--- src/rtl/seq_sched_pkg.sv ---
// Shared types and constants for the round-robin serial scan scheduler.
package seq_sched_pkg;

    typedef enum logic [1:0] {
        ST_IDLE   = 2'd0,
        ST_SHIFT  = 2'd1,
        ST_REPORT = 2'd2
    } state_e;

    localparam int unsigned    DEF_PAT_W = 4;
    localparam logic [3:0]     DEF_PAT   = 4'b1011;

    // Bits needed to hold a match count of 0..word_w.
    function automatic int unsigned cnt_width(input int unsigned word_w);
        return $clog2(word_w + 1);
    endfunction

endpackage

--- src/rtl/seq_detect_core.sv ---
// Bit-serial Mealy pattern detector with overlapping matches and a per-job clear.
module seq_detect_core #(
    parameter int unsigned        PAT_W = 4,
    parameter logic [PAT_W-1:0]   PAT   = 4'b1011
) (
    input  logic clock,
    input  logic reset,
    input  logic clr,
    input  logic bit_vld,
    input  logic bit_in,
    output logic out
);

    localparam int unsigned HIST_W = PAT_W - 1;
    localparam int unsigned SEEN_W = $clog2(PAT_W);

    logic [HIST_W-1:0] hist_q, hist_d;
    logic [SEEN_W-1:0] seen_q, seen_d;
    logic              full_c;

    // History is only trusted once PAT_W-1 real bits have been seen.
    assign full_c = (seen_q == SEEN_W'(HIST_W));
    assign out    = bit_vld && full_c && ({hist_q, bit_in} == PAT);

    // Next history/bit count; clear wins, the seen counter saturates.
    always_comb begin
        hist_d = hist_q;
        seen_d = seen_q;
        if (clr) begin
            hist_d = '0;
            seen_d = '0;
        end else if (bit_vld) begin
            hist_d = HIST_W'({hist_q, bit_in});
            if (!full_c) begin
                seen_d = seen_q + SEEN_W'(1);
            end
        end
    end

    // Detector state registers.
    always_ff @(posedge clock) begin
        if (!reset) begin
            hist_q <= '0;
            seen_q <= '0;
        end else begin
            hist_q <= hist_d;
            seen_q <= seen_d;
        end
    end

endmodule

--- src/rtl/seq_scan_sched.sv ---
// Round-robin scheduler feeding requester words MSB-first through one shared detector.
module seq_scan_sched
    import seq_sched_pkg::*;
#(
    parameter int unsigned        NREQ   = 4,
    parameter int unsigned        WORD_W = 8,
    parameter int unsigned        PAT_W  = DEF_PAT_W,
    parameter logic [PAT_W-1:0]   PAT    = DEF_PAT
) (
    input  logic                               clock,
    input  logic                               reset,
    input  logic [NREQ-1:0]                    req,
    input  logic [NREQ*WORD_W-1:0]             word_in,
    output logic [NREQ-1:0]                    grant,
    output logic                               busy,
    output logic                               match_valid,
    output logic [$clog2(NREQ)-1:0]            match_id,
    output logic [cnt_width(WORD_W)-1:0]       match_cnt
);

    localparam int unsigned IDX_W = $clog2(NREQ);
    localparam int unsigned CNT_W = cnt_width(WORD_W);
    localparam int unsigned BIT_W = $clog2(WORD_W);

    state_e              state_q, state_d;
    logic [IDX_W-1:0]    ptr_q, ptr_d;
    logic [IDX_W-1:0]    owner_q, owner_d;
    logic [WORD_W-1:0]   shreg_q, shreg_d;
    logic [BIT_W-1:0]    bitcnt_q, bitcnt_d;
    logic [CNT_W-1:0]    run_cnt_q, run_cnt_d;
    logic [NREQ-1:0]     grant_q, grant_d;
    logic                busy_q, busy_d;
    logic                mvalid_q, mvalid_d;
    logic [IDX_W-1:0]    mid_q, mid_d;
    logic [CNT_W-1:0]    mcnt_q, mcnt_d;

    logic [IDX_W-1:0]    win_c;
    logic                any_c;
    int unsigned         cand_c;
    logic                det_c;

    seq_detect_core #(
        .PAT_W (PAT_W),
        .PAT   (PAT)
    ) u_det (
        .clock   (clock),
        .reset   (reset),
        .clr     (state_q == ST_IDLE),
        .bit_vld (state_q == ST_SHIFT),
        .bit_in  (shreg_q[WORD_W-1]),
        .out     (det_c)
    );

    // Round-robin pick: first requester after the last winner, wrapping.
    always_comb begin
        win_c  = '0;
        any_c  = 1'b0;
        cand_c = 0;
        for (int unsigned k = 1; k <= NREQ; k++) begin
            cand_c = (32'(ptr_q) + k) % NREQ;
            if (!any_c && req[IDX_W'(cand_c)]) begin
                any_c = 1'b1;
                win_c = IDX_W'(cand_c);
            end
        end
    end

    // FSM next state, datapath updates and registered output values.
    always_comb begin
        state_d   = state_q;
        ptr_d     = ptr_q;
        owner_d   = owner_q;
        shreg_d   = shreg_q;
        bitcnt_d  = bitcnt_q;
        run_cnt_d = run_cnt_q;
        grant_d   = '0;
        mvalid_d  = 1'b0;
        mid_d     = mid_q;
        mcnt_d    = mcnt_q;
        case (state_q)
            ST_IDLE: begin
                if (any_c) begin
                    state_d   = ST_SHIFT;
                    shreg_d   = word_in[win_c*WORD_W +: WORD_W];
                    owner_d   = win_c;
                    ptr_d     = win_c;
                    bitcnt_d  = '0;
                    run_cnt_d = '0;
                    grant_d   = NREQ'(1) << win_c;
                end
            end
            ST_SHIFT: begin
                shreg_d  = shreg_q << 1;
                bitcnt_d = bitcnt_q + BIT_W'(1);
                if (det_c) begin
                    run_cnt_d = run_cnt_q + CNT_W'(1);
                end
                // Last bit: publish the count including this bit's match.
                if (bitcnt_q == BIT_W'(WORD_W - 1)) begin
                    state_d  = ST_REPORT;
                    mvalid_d = 1'b1;
                    mid_d    = owner_q;
                    mcnt_d   = run_cnt_d;
                end
            end
            ST_REPORT: begin
                state_d = ST_IDLE;
            end
            default: begin
                state_d = ST_IDLE;
            end
        endcase
        busy_d = (state_d != ST_IDLE);
    end

    // State and output registers with synchronous active-low reset.
    always_ff @(posedge clock) begin
        if (!reset) begin
            state_q   <= ST_IDLE;
            ptr_q     <= IDX_W'(NREQ - 1);
            owner_q   <= '0;
            shreg_q   <= '0;
            bitcnt_q  <= '0;
            run_cnt_q <= '0;
            grant_q   <= '0;
            busy_q    <= 1'b0;
            mvalid_q  <= 1'b0;
            mid_q     <= '0;
            mcnt_q    <= '0;
        end else begin
            state_q   <= state_d;
            ptr_q     <= ptr_d;
            owner_q   <= owner_d;
            shreg_q   <= shreg_d;
            bitcnt_q  <= bitcnt_d;
            run_cnt_q <= run_cnt_d;
            grant_q   <= grant_d;
            busy_q    <= busy_d;
            mvalid_q  <= mvalid_d;
            mid_q     <= mid_d;
            mcnt_q    <= mcnt_d;
        end
    end

    assign grant       = grant_q;
    assign busy        = busy_q;
    assign match_valid = mvalid_q;
    assign match_id    = mid_q;
    assign match_cnt   = mcnt_q;

endmodule

--- config.mk ---
export PLATFORM = sky130hd
export DESIGN_NAME = seq_scan_sched
export DESIGN_NICKNAME = d
export VERILOG_FILES = /design/src/rtl/seq_sched_pkg.sv /design/src/rtl/seq_detect_core.sv /design/src/rtl/seq_scan_sched.sv
export SDC_FILE = /design/constraint.sdc
export NUM_CORES = 1
export LEC_CHECK = 0
export ABC_CLOCK_PERIOD_IN_PS = 4000
export CORE_ASPECT_RATIO = 0.5
export CORE_MARGIN = 5
export CORE_UTILIZATION = 30
export DETAILED_ROUTE_END_ITERATION = 8
export GPL_ROUTABILITY_DRIVEN = 0
export GPL_TIMING_DRIVEN = 1
export SLEW_MARGIN = 20
export SYNTH_ARGS = -nofsm -noshare
export SYNTH_HDL_FRONTEND = slang
export SYNTH_HIERARCHICAL = 1
export SYNTH_SLANG_ARGS = --single-unit
--- constraint.sdc ---
create_clock -name clock -period 4 [get_ports clock]
set_input_delay 0.6 -clock clock [delete_from_list [all_inputs] [get_ports clock]]
set_output_delay 0.6 -clock clock [all_outputs]
set_load 0.005 [all_outputs]
==> flow_metrics.env <==
export IMPL_critPathLaunchType="input pin"
export IMPL_antennaDiodeCount=0
export IMPL_cts_hold_buffers_added=0
export IMPL_syn_area_per_cell_sq_um=9.451
export IMPL_p_leak_nw=0.9883
export IMPL_cts_setup_buffers=0
export IMPL_slew_violations=0
export IMPL_switching_power_uw=240.2
export IMPL_wl_per_cell_microns=13.14
export IMPL_net_sw_share_pct=24.60
export IMPL_clkSlewWorstSetupHoldPaths_ns=0.06
export IMPL_timing_hold_worst_class="reg -> reg"
export IMPL_worst_path_largest_cell_delay_ns=0.79
export IMPL_cts_buffers_inserted=5
export IMPL_post_synthesis_instance_total=197
export IMPL_synth_top_cells_by_count="38 x sky130_fd_sc_hd__dfxtp_1, 29 x sky130_fd_sc_hd__nor2_1, 21 x sky130_fd_sc_hd__mux2i_1"
export IMPL_boundaryPins=50
export IMPL_combinational_share_of_power_pct=16.9
export IMPL_critical_path_max_fanout=19
export IMPL_synth_top_flop_cell="sky130_fd_sc_hd__dfxtp_1"
export IMPL_timing_hold_ws_ns=0.4627
export IMPL_final_min_clock_period_ns=2.684
export IMPL_synth_edff_count=0
export IMPL_viasPerCell=4.853
export IMPL_cts_path_max_buffers=2
export IMPL_post_cts_resize_count=0
export IMPL_critical_path_endpoint_type="flop"
export IMPL_drcViolationCount=0
export IMPL_synth_top_cell_area_share_pct=40.86
export IMPL_floorplan_initialDensity_pct=30.74
export IMPL_ir_drop_worst_case_vdd_uv=150.7
export IMPL_cpMaxStageDelayCell="sky130_fd_sc_hd__clkdlybuf4s50_1"
export IMPL_portBuffers=49
export IMPL_die_area_sq_um=7977
export IMPL_finalSetupViolCount=0
export IMPL_cts_root_buffer_type="sky130_fd_sc_hd__clkbuf_16"
export IMPL_fmax_mhz=372.6
export IMPL_finalHoldViolations=0
export IMPL_tightestPinTransition_ns=0.9004
export IMPL_die_height_microns=65.71
export IMPL_final_antenna_net_count=0
export IMPL_synth_fp_nets=239
export IMPL_floorplan_die_width_microns=121.4
export IMPL_h_tree_depth=2
export IMPL_kind_of_critical_path="in -> reg"
export IMPL_power_sequential_fraction_pct=42.5
export IMPL_grt_max_degree=21
export IMPL_cts_tree="built"
export IMPL_setup_tns_ns=0
export IMPL_first_global_vias=1605
export IMPL_rows=20
export IMPL_synth_seq_cells=38
export IMPL_synth_most_common_cell="sky130_fd_sc_hd__dfxtp_1"
export IMPL_placed_area_sq_um=2411
export IMPL_mappedNetlistArea_sq_um=1862
export IMPL_fin_nets=286
export IMPL_design_area_sq_um=2562
export IMPL_place_hpwl_microns=3344
export IMPL_ys_warn_count=6
export IMPL_crit_arrival_ns=2.87
export IMPL_intPower_uw=736.2
export IMPL_drt_iter0_markers=93
export IMPL_power_per_cell_area_nw_per_um2=381.0
export IMPL_synth_largest_area_cell="sky130_fd_sc_hd__dfxtp_1"
export IMPL_critPathRequiredTime_ns=4.19
export IMPL_run_status="finished clean"
export IMPL_syn2layout_area_growth_pct=37.63
export IMPL_first_pass_iters=4
export IMPL_maxCapViolations=0
export IMPL_first_pass_grt_wire_length_microns=7348
export IMPL_core_area_sq_um=6056
export IMPL_synth_cell_types=47
export IMPL_async_flop_share_pct=0
export IMPL_p_clk_share_pct=40.6
export IMPL_number_of_clock_sinks_seen_by_cts=38
export IMPL_grt_ovfl_total=0
export IMPL_drive_gt1_share_pct=8.980
export IMPL_fillers=585
export IMPL_groute_usage_overall_pct=11.59
export IMPL_number_of_antenna_violations_at_the_first_check_in_global_routing=0
export IMPL_timing_final_crit_share_pct=67.09
export IMPL_cell_types_occupying_the_most_area_after_synthesis="sky130_fd_sc_hd__dfxtp_1 41%, sky130_fd_sc_hd__mux2i_1 11%, sky130_fd_sc_hd__nor2_1 5.8%, sky130_fd_sc_hd__a22o_1 3.3%, sky130_fd_sc_hd__nand2_1 2.8%"
export IMPL_clock_skew_ns=0.004345
export IMPL_route_final_wire_length_microns=4375
export IMPL_rsz0062_at_grt="no"
export IMPL_slew_headroom_pct=39.78
export IMPL_via_count=1616
export IMPL_path_cells="clkdlybuf4s50_1 -> clkinv_1 -> or3_1 -> o221ai_1"
export IMPL_ys_seq_area_share_pct=40.86
export IMPL_clk_latency_ns=0.28
[final timing paths]
check,start,slack [ns],cells past startpoint,endpoint
min,owner_q[1]$_SDFFE_PN0P_,0.46,2,owner_q[1]$_SDFFE_PN0P_
min reg2reg,owner_q[1]$_SDFFE_PN0P_,0.46,2,owner_q[1]$_SDFFE_PN0P_
max reg2reg,state_q[1]$_SDFF_PN0_,1.58,10,run_cnt_q[3]$_SDFFE_PN0P_
max,reset,1.32,4,shreg_q[7]$_SDFFE_PN0P_
[kinds of logic after synthesis]
family	synth area share (%)
muxes	11.29
AOI/OAI and AO/OA	20.36
DFF	40.86
buffers and inverters	3.561
adders and majority gates	2.688
and+or+nand+nor	19.36
xor gates and xnor gates	1.882
[per-stage QoR]
stage          std cells  util, %  total power [mW]  worst slack (ns)
3_3_place_gp         325    39.81            0.5850             1.088
4_1_cts              333    42.31            0.9913             1.271
3_5_place_dp         325    39.81            0.5892             1.000
5_1_grt              333    42.31             1.024             1.081
6_report             333    42.31            0.9764             1.316
2_1_floorplan        197        -            0.5275             1.609
[per-layer routing]
metal / GRT usage, % / share of wire [%] / wire (microns) / up-vias
met5: 0 / 0 / 0 / -
met4: 5.587 / 1.7 / 74 / 0
met2: 19.73 / 50 / 2170 / 43
met1: 13.66 / 43 / 1894 / 758
li1: - / - / - / 808
met3: 3.095 / 5.3 / 234 / 7
[critical path: cells and delay by family]
| kind | cells | cell delay, ns |
|---|---|---|
| and+or+nand+nor | 1 | 0.68 |
| AOI/OAI and AO/OA | 1 | 0.24 |
| buffers and inverters | 2 | 1.36 |
[state kept, by name, indices dropped and copies added (netlist names), 2 cells and up]
register	cells
run_cnt_q	4
match_cnt	4
shreg_q	8
u_det/seen_q	2
state_q	2
u_det/hist_q	3
grant	4
ptr_q	2
bitcnt_q	3
owner_q	2
match_id	2
[layout make-up]
| cell class | count | area, sq um | share of cell area [%] |
|---|---|---|---|
| Clock buffer | 6 | 138.9 | 5.420 |
| Clock inverter | 2 | 12.51 | 0.4883 |
| Inverter | 2 | 7.507 | 0.2930 |
| Multi-Input combinational cell | 147 | 1035 | 40.38 |
| Sequential cell | 38 | 760.7 | 29.69 |
| Tap cell | 88 | 110.1 | 4.297 |
| Timing Repair Buffer | 50 | 498.0 | 19.43 |
[power by group through the flow]
stage               clock network [mW]  logic (mW)  registers, mW
detailed placement                   0       0.166          0.423
global route                     0.424       0.182          0.417
CTS                              0.409       0.168          0.415
finish                           0.396       0.165          0.415
floorplan                            0       0.108          0.420
global placement                     0       0.162          0.423
[placed cells by master, fill, tap and decap left out, drive strengths merged, types with 2 or more instances in the layout]
cell and n:
mux2i 21, a21oi 9, clkdlybuf4s50 49, nor2b 3, xnor2 2, or3 2
o21ai 6, nand3 4, and3 2, clkinv 2, o211ai 2, ha 4
o221ai 6, nand4 4, a21bo 2, o21bai 2, xor2 2, dfxtp 38
a211oi 5, nand2b 5, o21a 2, nand2 14, a22o 7, and2 3
nor2 29, clkbuf 6, o31ai 2
Note: power is estimated with default switching activity, not from simulation.
